### config.mk
export PLATFORM = sky130hd
export DESIGN_NAME = sparse_pair_sched
export DESIGN_NICKNAME = d
export VERILOG_FILES = /design/src/rtl/sparse_pair_sched.sv
export SDC_FILE = /design/constraint.sdc
export NUM_CORES = 1
export LEC_CHECK = 0
export CORE_MARGIN = 2
export CORE_UTILIZATION = 54
export DETAILED_ROUTE_END_ITERATION = 6
export GPL_ROUTABILITY_DRIVEN = 0
export PLACE_DENSITY = 0.8
export SYNTH_ARGS = -nofsm -noshare
export SYNTH_HDL_FRONTEND = slang
export SYNTH_SLANG_ARGS = --single-unit
export TNS_END_PERCENT = 1
### constraint.sdc
create_clock -name clk -period 8.31 [get_ports clk]
set_clock_uncertainty 0.1 [all_clocks]
set_input_delay 1.662 -clock clk [delete_from_list [all_inputs] [get_ports clk]]
set_output_delay 1.662 -clock clk [all_outputs]
set_load 0.01 [all_outputs]
### src/rtl/sparse_pair_sched.sv
// Sparse weight/input pair scheduler: walks weight-major over 4-lane input groups
// and flags which lanes form a legal product, with the output coordinate per lane.
module sparse_pair_sched #(
  parameter int unsigned LANES = 4
) (
  input  logic             clk,
  input  logic             rst,
  input  logic             start,
  input  logic [8:0][3:0]  comp_wt_ind,
  input  logic [15:0][3:0] comp_ip_ind,
  input  logic [3:0]       num_wt,
  input  logic [4:0]       num_ip,
  input  logic [4:0]       wt_size,
  input  logic [4:0]       ip_size,
  input  logic             out_ready,
  output logic             out_valid,
  output logic [3:0]       out_wt_sel,
  output logic [3:0]       out_ip_base,
  output logic [3:0]       out_lane_vld,
  output logic [3:0][3:0]  out_cords,
  output logic             busy,
  output logic             done,
  output logic [7:0]       pair_cnt
);

  localparam int unsigned IDX_W  = 4;
  localparam int unsigned NUM_W  = 5;
  localparam int unsigned DIFF_W = 6;
  localparam int unsigned CNT_W  = 8;
  localparam int unsigned POP_W  = 3;

  typedef enum logic [1:0] {IDLE, ISSUE, DONE} state_t;

  state_t                 state_q, state_d;
  logic [3:0]             w_q, w_d;
  logic [1:0]             g_q, g_d;
  logic                   load;

  logic [8:0][IDX_W-1:0]  wt_q;
  logic [15:0][IDX_W-1:0] ip_q;
  logic [3:0]             nwt_q;
  logic [NUM_W-1:0]       nip_q, wsz_q, isz_q;

  logic [3:0]             nwt_in;
  logic [NUM_W-1:0]       nip_in;

  // Beat math reads the ports while a tile is being accepted, latched copies afterwards
  logic [8:0][IDX_W-1:0]  src_wt;
  logic [15:0][IDX_W-1:0] src_ip;
  logic [NUM_W-1:0]       src_nip, src_wsz, src_isz;

  logic [NUM_W-1:0]       grp_sum;
  logic [1:0]             last_g;
  logic [3:0]             last_w;
  logic [POP_W-1:0]       pop;

  logic [3:0]             j;
  logic signed [DIFF_W-1:0] diff, limit;

  logic                   valid_d;
  logic [3:0]             wt_sel_d, ip_base_d, lane_vld_d;
  logic [3:0][3:0]        cords_d;
  logic [CNT_W-1:0]       pair_d;

  assign nwt_in  = (num_wt > 4'd9)  ? 4'd9  : num_wt;
  assign nip_in  = (num_ip > 5'd16) ? 5'd16 : num_ip;
  assign grp_sum = nip_q + 5'd3;
  assign last_g  = 2'((grp_sum >> 2) - 5'd1);
  assign last_w  = nwt_q - 4'd1;

  always_comb begin
    src_wt  = wt_q;
    src_ip  = ip_q;
    src_nip = nip_q;
    src_wsz = wsz_q;
    src_isz = isz_q;
    if (state_q == IDLE) begin
      src_wt  = comp_wt_ind;
      src_ip  = comp_ip_ind;
      src_nip = nip_in;
      src_wsz = wt_size;
      src_isz = ip_size;
    end
  end

  always_comb begin
    pop = '0;
    for (int i = 0; i < LANES; i++) pop = pop + POP_W'(out_lane_vld[i]);
  end

  // Next state, beat position and registered-output values
  always_comb begin
    state_d    = state_q;
    w_d        = w_q;
    g_d        = g_q;
    load       = 1'b0;
    pair_d     = pair_cnt;
    lane_vld_d = '0;
    cords_d    = '0;
    j          = '0;
    diff       = '0;
    limit      = '0;

    case (state_q)
      IDLE: begin
        if (start) begin
          load   = 1'b1;
          pair_d = '0;
          w_d    = '0;
          g_d    = '0;
          state_d = ((nwt_in == 4'd0) || (nip_in == 5'd0)) ? DONE : ISSUE;
        end
      end
      ISSUE: begin
        if (out_ready) begin
          pair_d = pair_cnt + CNT_W'(pop);
          if (g_q == last_g) begin
            g_d = '0;
            if (w_q == last_w) state_d = DONE;
            else               w_d = w_q + 4'd1;
          end else begin
            g_d = g_q + 2'd1;
          end
        end
      end
      DONE:    state_d = IDLE;
      default: state_d = IDLE;
    endcase

    valid_d   = (state_d == ISSUE);
    wt_sel_d  = valid_d ? w_d : 4'd0;
    ip_base_d = valid_d ? {g_d, 2'b00} : 4'd0;

    limit = $signed({1'b0, src_isz}) - $signed({1'b0, src_wsz});
    for (int i = 0; i < LANES; i++) begin
      j    = {g_d, 2'(i)};
      diff = $signed({2'b00, src_ip[j]}) - $signed({2'b00, src_wt[w_d]});
      if (valid_d && ({1'b0, j} < src_nip) && !diff[DIFF_W-1] && (diff <= limit)) begin
        lane_vld_d[i] = 1'b1;
        cords_d[i]    = diff[3:0];
      end
    end
  end

  always_ff @(posedge clk) begin
    if (rst) begin
      state_q      <= IDLE;
      w_q          <= '0;
      g_q          <= '0;
      wt_q         <= '0;
      ip_q         <= '0;
      nwt_q        <= '0;
      nip_q        <= '0;
      wsz_q        <= '0;
      isz_q        <= '0;
      out_valid    <= 1'b0;
      out_wt_sel   <= '0;
      out_ip_base  <= '0;
      out_lane_vld <= '0;
      out_cords    <= '0;
      busy         <= 1'b0;
      done         <= 1'b0;
      pair_cnt     <= '0;
    end else begin
      state_q      <= state_d;
      w_q          <= w_d;
      g_q          <= g_d;
      out_valid    <= valid_d;
      out_wt_sel   <= wt_sel_d;
      out_ip_base  <= ip_base_d;
      out_lane_vld <= lane_vld_d;
      out_cords    <= cords_d;
      busy         <= (state_d != IDLE);
      done         <= (state_d == DONE);
      pair_cnt     <= pair_d;
      if (load) begin
        wt_q  <= comp_wt_ind;
        ip_q  <= comp_ip_ind;
        nwt_q <= nwt_in;
        nip_q <= nip_in;
        wsz_q <= wt_size;
        isz_q <= ip_size;
      end
    end
  end

endmodule

* After elaboration in Yosys (flattened, before gate mapping)
Index checks and enable logic that the tools add are counted.
** Cells by class
- Equality and inequality tests :: 7
- Div/mod/pow operators :: 0
- Mux-type cells :: 41
- $add $sub $neg :: 14
- Reductions and logical operators :: 28
- Multipliers :: 0
- Shifts and indexed selects :: 0
- Order comparisons :: 15
- Bitwise gates (word level) :: 5
** Operator list (count)
- 64-bit two-way mux :: 1
- 4-bit two-way mux :: 10
- 36-bit two-way mux :: 1
- 4-bit binary-select mux with 2-bit select :: 4
- 4-bit by 5-bit less-than comparator with 1-bit output, second input constant :: 5
- 5-bit by 6-bit <= comparator with 1-bit output :: 4
- 4-bit by 5-bit less-than comparator with 1-bit output :: 4
- 5-bit two-way mux :: 4
- 4-bit by 4-bit subtractor with 5-bit output :: 4
- 4-bit binary-select mux with 4-bit select :: 1
- 2-bit two-way mux :: 8
- 8-bit two-way mux :: 2
- 8-bit case mux with 2 select lines :: 1
- 1-bit logical AND :: 12
- 2-bit OR reduction :: 5
- 8-bit by 3-bit adder with 8-bit output :: 1
- 2-bit case mux with 2 select lines :: 2
- 4-bit case mux with 2 select lines :: 1
- 1-bit two-way mux :: 6
- 5-bit by 5-bit subtractor with 6-bit output :: 1
- 5-bit > comparator, second input constant :: 1
- 5-bit zero test :: 1
- 1-bit inverter :: 5
- 4-bit by 1-bit adder with 4-bit output, second input constant :: 1
- 19 further kinds :: 25
** Storage, ports and cells
- Bits in read-only memories :: 0
- Bits of input ports :: 123
- Output and inout bits :: 39
- Word-level logic and storage cells :: 154
- Bits in registers :: 166
- Memories kept :: 0
- Bits in latches :: 0
- RAM bits :: 0

* Depth between registers and ports, before layout
Gate-level depths: netlist of the first run.
- Depth after elaboration :: 14
- Mapped depth :: 28

* Worst setup path after synthesis of the first run
OpenSTA, ideal clock, no wires.
- Path type :: in2reg
- Start point :: input port start
- End point :: register out_cords[12] in the netlist's numbering
- Data arrival time :: 6.235 ns
- Slack :: 1.908 ns
- Stages on the path :: 22
- Cell sequence :: or3b_1 -> clkbuf_1 -> nand3_1 -> o31a_1 -> buf_2 -> buf_2 -> buf_1 -> mux4_2 -> mux2_2 -> ha_1 -> clkbuf_1 -> o211ai_1 -> o21ai_1 -> xor2_1 -> ha_1 -> o21ai_0 -> nand2b_1 -> a211oi_1 -> a31oi_1 -> a2111oi_0 -> o31ai_1 -> nor2_1
** RTL lines
- start: declaration :: RTL line 8 : input logic start,
- 4-bit two-way mux or 2-bit two-way mux (tied branches) :: RTL line 106 : if (start) begin
- 4-bit case mux with 2 select lines or 2-bit case mux with 2 select lines (tied branches) :: RTL line 104 : case (state_q)
- 4-bit binary-select mux with 4-bit select or 4-bit binary-select mux with 2-bit select (tied branches) :: RTL line 137 : diff = $signed({2'b00, src_ip[j]}) - $signed({2'b00, src_wt[w_d]});
- 4-bit two-way mux (implied by the code) :: RTL line 137
- 4-bit by 4-bit subtractor with 5-bit output * :: RTL line 137
- via diff[3] :: RTL line 58 : logic signed [DIFF_W-1:0] diff, limit;
- 5-bit by 6-bit <= comparator with 1-bit output * :: RTL line 138 : if (valid_d && ({1'b0, j} < src_nip) && !diff[DIFF_W-1] && (diff <= limit)) begin
- 1-bit logical AND * :: RTL line 138
- 1-bit inverter (no source line) *
- 2-bit OR reduction (no source line) *
- end signal: assignment :: RTL line 172 : out_cords <= cords_d;
- end: declaration :: RTL line 20 : output logic [3:0][3:0] out_cords,
The timed path passes the listed nets; every way through them passes the cells marked *. The select of a mux whose other input is x is not followed.
A chain may end at the register's enable or synchronous reset.

* Worst setup path in the final report of the first run
- Start point :: input port out_ready
- End point :: register out_cords[13] in the netlist's numbering
** RTL lines
- start: declaration :: RTL line 15 : input logic out_ready,
- 4-bit two-way mux or 2-bit two-way mux (tied branches) :: RTL line 115 : if (out_ready) begin
- 4-bit case mux with 2 select lines or 2-bit case mux with 2 select lines (tied branches) :: RTL line 104
- 4-bit binary-select mux with 4-bit select or 4-bit binary-select mux with 2-bit select (tied branches) :: RTL line 137
- 4-bit two-way mux (implied by the code) :: RTL line 137
- 4-bit by 4-bit subtractor with 5-bit output * :: RTL line 137
- via diff[2] :: RTL line 58
- 5-bit by 6-bit <= comparator with 1-bit output * :: RTL line 138
- 1-bit logical AND * :: RTL line 138
- 1-bit inverter (no source line) *
- 2-bit OR reduction (no source line) *
Marked as above.

==> results.yml, run 1 <==
status:
  outcome: "complete, no violations"
clocking:
  cts_buffer_depth: 2
  cts-resized-gates: 0
  clkSinkCount: 164
  clk_latency_ps: 430
  cts_buffers: 17
  cts_tree: "yes"
  cts_hold_buf: 0
  cts-root-buf: "clkbuf_16"
  post-cts-setup-buffers: 0
  path_clk_slew_ps: 70
  cts_max_level: 4
yosys:
  synth_area_leader_cell: "dfxtp_1"
  synth_cell_type_count: 69
  yosys.area_share.adder: 0.07474
  synthFlopType: "dfxtp_1"
  synth_top_area_frac: 0.3540
  synthTopCellsByArea: "dfxtp_1, nand2_1, mux4_2, a21oi_1, ha_1"
  synth_area_sq_um: 9274
  ys_async_sr_fraction: 0
  synth_compound_area_frac: 0.1601
  yosys_warnings: 0
  ys_seq_elements: 164
  syn_inst: 1089
  synth_edf_count: 0
  seq_area_frac_synth: 0.3540
  synth_top_family_by_area: "simple AND/OR/NAND/NOR gates"
  synthMuxAreaShare: 0.1481
  netlist_top_cells_count: "nand2_1, dfxtp_1, a21oi_1, ha_1, clkbuf_1"
  yosysMostFrequentCell: "nand2_1"
  syn_area_per_cell_sq_um: 8.516
  synth-xor-area-share: 0.02172
  synthSimpleGateAreaFrac: 0.1972
power:
  power_frac_seq: 0.369
  cellLeakagePower_nw: 4.525
  power.share.clock: 0.313
  irDropWorstVdd_uv: 139.8
  power_frac_comb: 0.318
  p_int_mw: 1.577
  power_density_nw_per_um2: 202.3
  power.switching_mw: 0.7443
  swShare: 0.3206
global_route:
  grt_max_degree: 100
  grt_overflow_total: 0
  grt_usage: 0.2756
  first_global_vias: 8092
  grt_first_pass_wirelength_microns: 39990
  antenna_found_initial: 0
sta:
  hold_ws_ps: 353.0
  min_period_ps: 7370
  max_freq_mhz: 135.7
  setup_viol: 0
  tns_ps: 0
  timing.final.crit_share: 0.8868
  maxSlewHeadroom: 0.2954
  hold_viol_final: 0
  rsz0062_at_grt: "false"
  drv_slew: 0
  tightest_slew_ps: 1057
hold_path:
  hold_path_class: "reg2reg"
die:
  die_x_microns: 135.1
  rows: 47
  core_area_sq_um: 16700
  ios: 162
  start_util: 0.5553
  die_area_sq_um: 18240
  die_h_microns: 135.1
detailed_routing:
  firstDrtPassIters: 5
  ant_nets: 0
  drt_iter0_markers: 746
  wl_per_cell_microns: 17.07
  vias_per_cell: 5.827
  num_vias: 8391
  wl_microns: 24580
  drcViolationCount: 0
critical_path:
  path_class: "in2reg"
  cp.arrival_ps: 7630
  worst-path-max-fanout: 11
  end_kind: "flop"
  cp.required_ps: 8570
  worst_setup_path_start_kind: "primary input"
layout:
  finalCoreUtilization: 0.6870
  drive_gt1_frac: 0.09672
  fin_nets: 1383
  syn_to_final_growth_pct: 23.72
  antenna_cells: 0
flow_run:
  maxCapViolCount: 0
place:
  portBuffers: 159
  hpwlAfterDp_microns: 17710
==> worst max-delay path: stages <==
cell             delay (ps)
clkdlybuf4s50_1         540
nand3b_1                370
a21oi_2                 540
and2_1                  420
mux2i_1                 150
or3_1                   360
o21ai_0                 600
ha_1                    260
inv_1                    60
ha_1                    180
a31o_2                  260
xor2_1                  160
ha_1                    320
o21a_1                  110
o21ai_0                 180
nand2b_1                 80
a211oi_1                270
a31oi_1                  60
a2111oi_0               620
o31ai_1                 260
nor2_1                  150
==> state kept, by name (all words and copies together), names as in the netlist, 5 cells and up <==
signal     cells
ip_q          64
isz_q          5
out_cords     16
pair_cnt       8
wt_q          36
nip_q          5
wsz_q          5
==> per-layer routing <==
layer | vias up | global-route usage | wire [microns]
met1 | 3974 | 0.3695 | 10790
met3 | 43 | 0.04730 | 1539
met4 | 0 | 0.1036 | 542
met5 | - | 0 | 0
li1 | 4040 | - | -
met2 | 334 | 0.4487 | 11710
==> per-stage QoR <==
step | setup slack (ps) | total power, mW | std cells | area [sq um]
5_1_grt | 360.7 | 2.454 | 1440 | 11470
2_1_floorplan | 1908 | 1.371 | 1090 | 9278
3_3_place_gp | 892.7 | 1.572 | 1408 | 10940
4_1_cts | 1020 | 2.318 | 1440 | 11470
6_report | 940.4 | 2.321 | 1440 | 11470
3_5_place_dp | 651.9 | 1.595 | 1408 | 10940
==> power by group through the flow <==
stage          Combinational (mW)  Sequential, mW  Clock [mW]
2_1_floorplan               0.502           0.870           0
3_3_place_gp                0.700           0.872           0
3_5_place_dp                0.721           0.874           0
4_1_cts                     0.730           0.857       0.731
5_1_grt                     0.824           0.862       0.768
6_report                    0.739           0.857       0.726
==> logic make-up after synthesis <==
| group | after synthesis |
|---|---|
| AO/OA/AOI/OAI | 249 |
| AND/OR/NAND/NOR | 418 |
| multiplexers | 82 |
| adder cells (fa/ha/maj) | 53 |
| flip-flops | 164 |
| buffers and inverters | 99 |
| XOR/XNOR | 23 |
| other | 1 |
==> layout by cell type, fill, tap and decap left out, drive strengths merged, types with 21 or more instances in the layout <==
cell | Yosys | layout
a21oi | 148 | 148
clkbuf | 44 | 21
clkdlybuf4s50 | 0 | 158
dfxtp | 164 | 164
ha | 49 | 49
inv | 27 | 29
mux2i | 27 | 27
mux4 | 43 | 43
nand2 | 293 | 293
nor2 | 37 | 37
o21ai | 23 | 23
==> area by class of cell <==
type | count | area (sq um)
clock inverter | 11 | 77.57
sequential | 164 | 3283
inverter | 27 | 101.3
multi-input combinational | 827 | 5604
timing repair buffer | 170 | 1672
tap | 220 | 275.3
fill | 1337 | 5228
clock buffer | 21 | 460.4
==> final timing paths <==
path	to	from	cells past startpoint	slack, ps
setup reg to reg	out_cords[13]$_SDFF_PP0_	nwt_q[0]$_SDFFE_PP0P_	24	1860
setup / recovery	out_cords[13]$_SDFF_PP0_	out_ready	21	940
hold reg to reg	wt_q[2]$_SDFFE_PP0P_	wt_q[2]$_SDFFE_PP0P_	2	350
hold / removal	wt_q[2]$_SDFFE_PP0P_	wt_q[2]$_SDFFE_PP0P_	2	350
Power figures use the tool's default switching activity.
==> run 2, diff against run 1 <==
--- a/config.mk
+++ b/config.mk
@@ -5,8 +5,10 @@
 export SDC_FILE = /design/constraint.sdc
 export NUM_CORES = 1
 export LEC_CHECK = 0
+export CELL_PAD_IN_SITES_DETAIL_PLACEMENT = 0
+export CELL_PAD_IN_SITES_GLOBAL_PLACEMENT = 1
 export CORE_MARGIN = 2
-export CORE_UTILIZATION = 54
+export CORE_UTILIZATION = 40
 export DETAILED_ROUTE_END_ITERATION = 6
 export GPL_ROUTABILITY_DRIVEN = 0
 export PLACE_DENSITY = 0.8
==> constraint.sdc (replaced) <==
create_clock -name clk -period 7.1 [get_ports clk]
set_clock_uncertainty 0.1 [all_clocks]
set_input_delay 1.42 -clock clk [delete_from_list [all_inputs] [get_ports clk]]
set_output_delay 1.42 -clock clk [all_outputs]
set_load 0.02 [all_outputs]
==> results.yml, run 2 (same netlist as run 1, synthesis figures left out) <==
status:
  outcome: "complete, no violations"
sta:
  maxSlewHeadroom: 0.2481
  hold_viol_final: 0
  rsz0062_at_grt: "false"
  min_period_ps: 6488
  max_freq_mhz: 154.1
  tns_ps: 0
  hold_ws_ps: 352.2
  tightest_slew_ps: 1128
  setup_viol: 0
  drv_slew: 0
  timing.final.crit_share: 0.9139
clocking:
  cts-resized-gates: 0
  cts-root-buf: "clkbuf_16"
  cts_tree: "yes"
  cts_buffer_depth: 2
  cts_buffers: 17
  clk_latency_ps: 430
  cts_max_level: 4
  clkSinkCount: 164
  cts_hold_buf: 0
  post-cts-setup-buffers: 0
  path_clk_slew_ps: 70
die:
  start_util: 0.4084
  rows: 55
  ios: 162
  die_h_microns: 156.3
  core_area_sq_um: 22710
  die_area_sq_um: 24420
  die_x_microns: 156.3
layout:
  fin_nets: 1396
  top_regs: "ip_q: 64 flops, wt_q: 36 flops, out_cords: 16 flops"
  largest_reg_flops: 64
  final_cell_mix: "nand2_1, dfxtp_1, clkdlybuf4s50_1, a21oi_1, ha_1"
  drive_gt1_frac: 0.1079
  antenna_cells: 0
  stdcell_count: 1518
  regMostFlops: "ip_q"
  syn_to_final_growth_pct: 26.96
  final_common_cell: "nand2_1"
critical_path:
  crit_path_end: "out_cords[13]$_SDFF_PP0_"
  path_class: "in2reg"
  cp.arrival_ps: 6740
  reg2reg_from: "nwt_q[0]$_SDFFE_PP0P_"
  cp-startpoint: "out_ready"
  worst-path-max-fanout: 14
  worst_setup_path_start_kind: "primary input"
  cp.required_ps: 7350
  reg2reg_depth: 25
  end_kind: "flop"
  rrSetupSlack_ps: 1390
  reg2reg_to: "out_cords[13]$_SDFF_PP0_"
detailed_routing:
  ant_nets: 0
  drt_iter0_markers: 559
  wl_microns: 25760
  drcViolationCount: 0
  firstDrtPassIters: 5
  wl_per_cell_microns: 16.97
  num_vias: 8217
  vias_per_cell: 5.413
global_route:
  antenna_found_initial: 0
  grt_first_pass_wirelength_microns: 41010
  first_global_vias: 7690
  grt_max_degree: 104
  grt_usage: 0.2132
  grt_overflow_total: 0
flow_run:
  maxCapViolCount: 0
hold_path:
  hold_path_class: "reg2reg"
place:
  hpwlAfterDp_microns: 18850
  portBuffers: 159
  dp_cells: 1486
power:
  p_total_mw: 2.903
  power_density_nw_per_um2: 246.6
  irDropWorstVdd_uv: 135.4
  cellLeakagePower_nw: 4.647
## run 2: final cells by class
| type | instances | area (sq um) |
|---|---|---|
| multi-input combinational | 827 | 5604 |
| tap | 285 | 356.6 |
| fill | 2110 | 10940 |
| sequential | 164 | 3283 |
| clock inverter | 14 | 207.7 |
| inverter | 27 | 101.3 |
| clock buffer | 18 | 439.2 |
| timing repair buffer | 183 | 1782 |
## run 2: worst max-delay path, stage by stage
cell and delay, ps:
clkdlybuf4s50_1 560, nand3b_1 250, a21oi_2 330, a21oi_1 150
nor2_1 120, buf_4 230, mux4_2 330, mux2i_1 190
nand2_1 80, a31oi_1 420, ha_1 410, a31oi_1 160
o21ai_1 90, xor2_1 240, ha_1 280, o21ai_0 80
nand2b_1 70, a211oi_1 230, a31oi_1 60, a2111oi_0 630
o31ai_1 250, nor2_1 160
## run 2: per-layer routing
metal / GRT usage / wire length [microns]
met4: 0.06597 / 515
met5: 0 / 0
met1: 0.2996 / 12010
met3: 0.03268 / 1251
met2: 0.3382 / 11980
## run 2: how the worst min path moves through the flow
stage / from / to / depth (start not counted)
2_1_floorplan: ip_q[0]$_SDFFE_PP0P_ / ip_q[0]$_SDFFE_PP0P_ / 2
3_3_place_gp: ip_q[32]$_SDFFE_PP0P_ / ip_q[32]$_SDFFE_PP0P_ / 2
3_5_place_dp: ip_q[42]$_SDFFE_PP0P_ / ip_q[42]$_SDFFE_PP0P_ / 2
4_1_cts: ip_q[42]$_SDFFE_PP0P_ / ip_q[42]$_SDFFE_PP0P_ / 2
5_1_grt: ip_q[27]$_SDFFE_PP0P_ / ip_q[27]$_SDFFE_PP0P_ / 2
6_report: wt_q[11]$_SDFFE_PP0P_ / wt_q[11]$_SDFFE_PP0P_ / 2
## run 2: per-stage QoR
stage	util	setup WS, ps	cell area (sq um)
after detailed placement	0.4900	229.7	11130
after global placement	0.4900	325.2	11130
after CTS	0.5185	675.7	11770
after floorplan	-	939.9	9278
final	0.5185	611.6	11770
after global routing	0.5185	212.7	11770
## run 2: power breakdown
part	total [mW]	internal (mW)	leakage, nW	switching, mW
clock network	1.02	0.610	0.317	0.413
registers	1.00	0.973	1.34	0.0294
logic	0.878	0.413	2.99	0.465
total	2.90	2.00	4.65	0.907
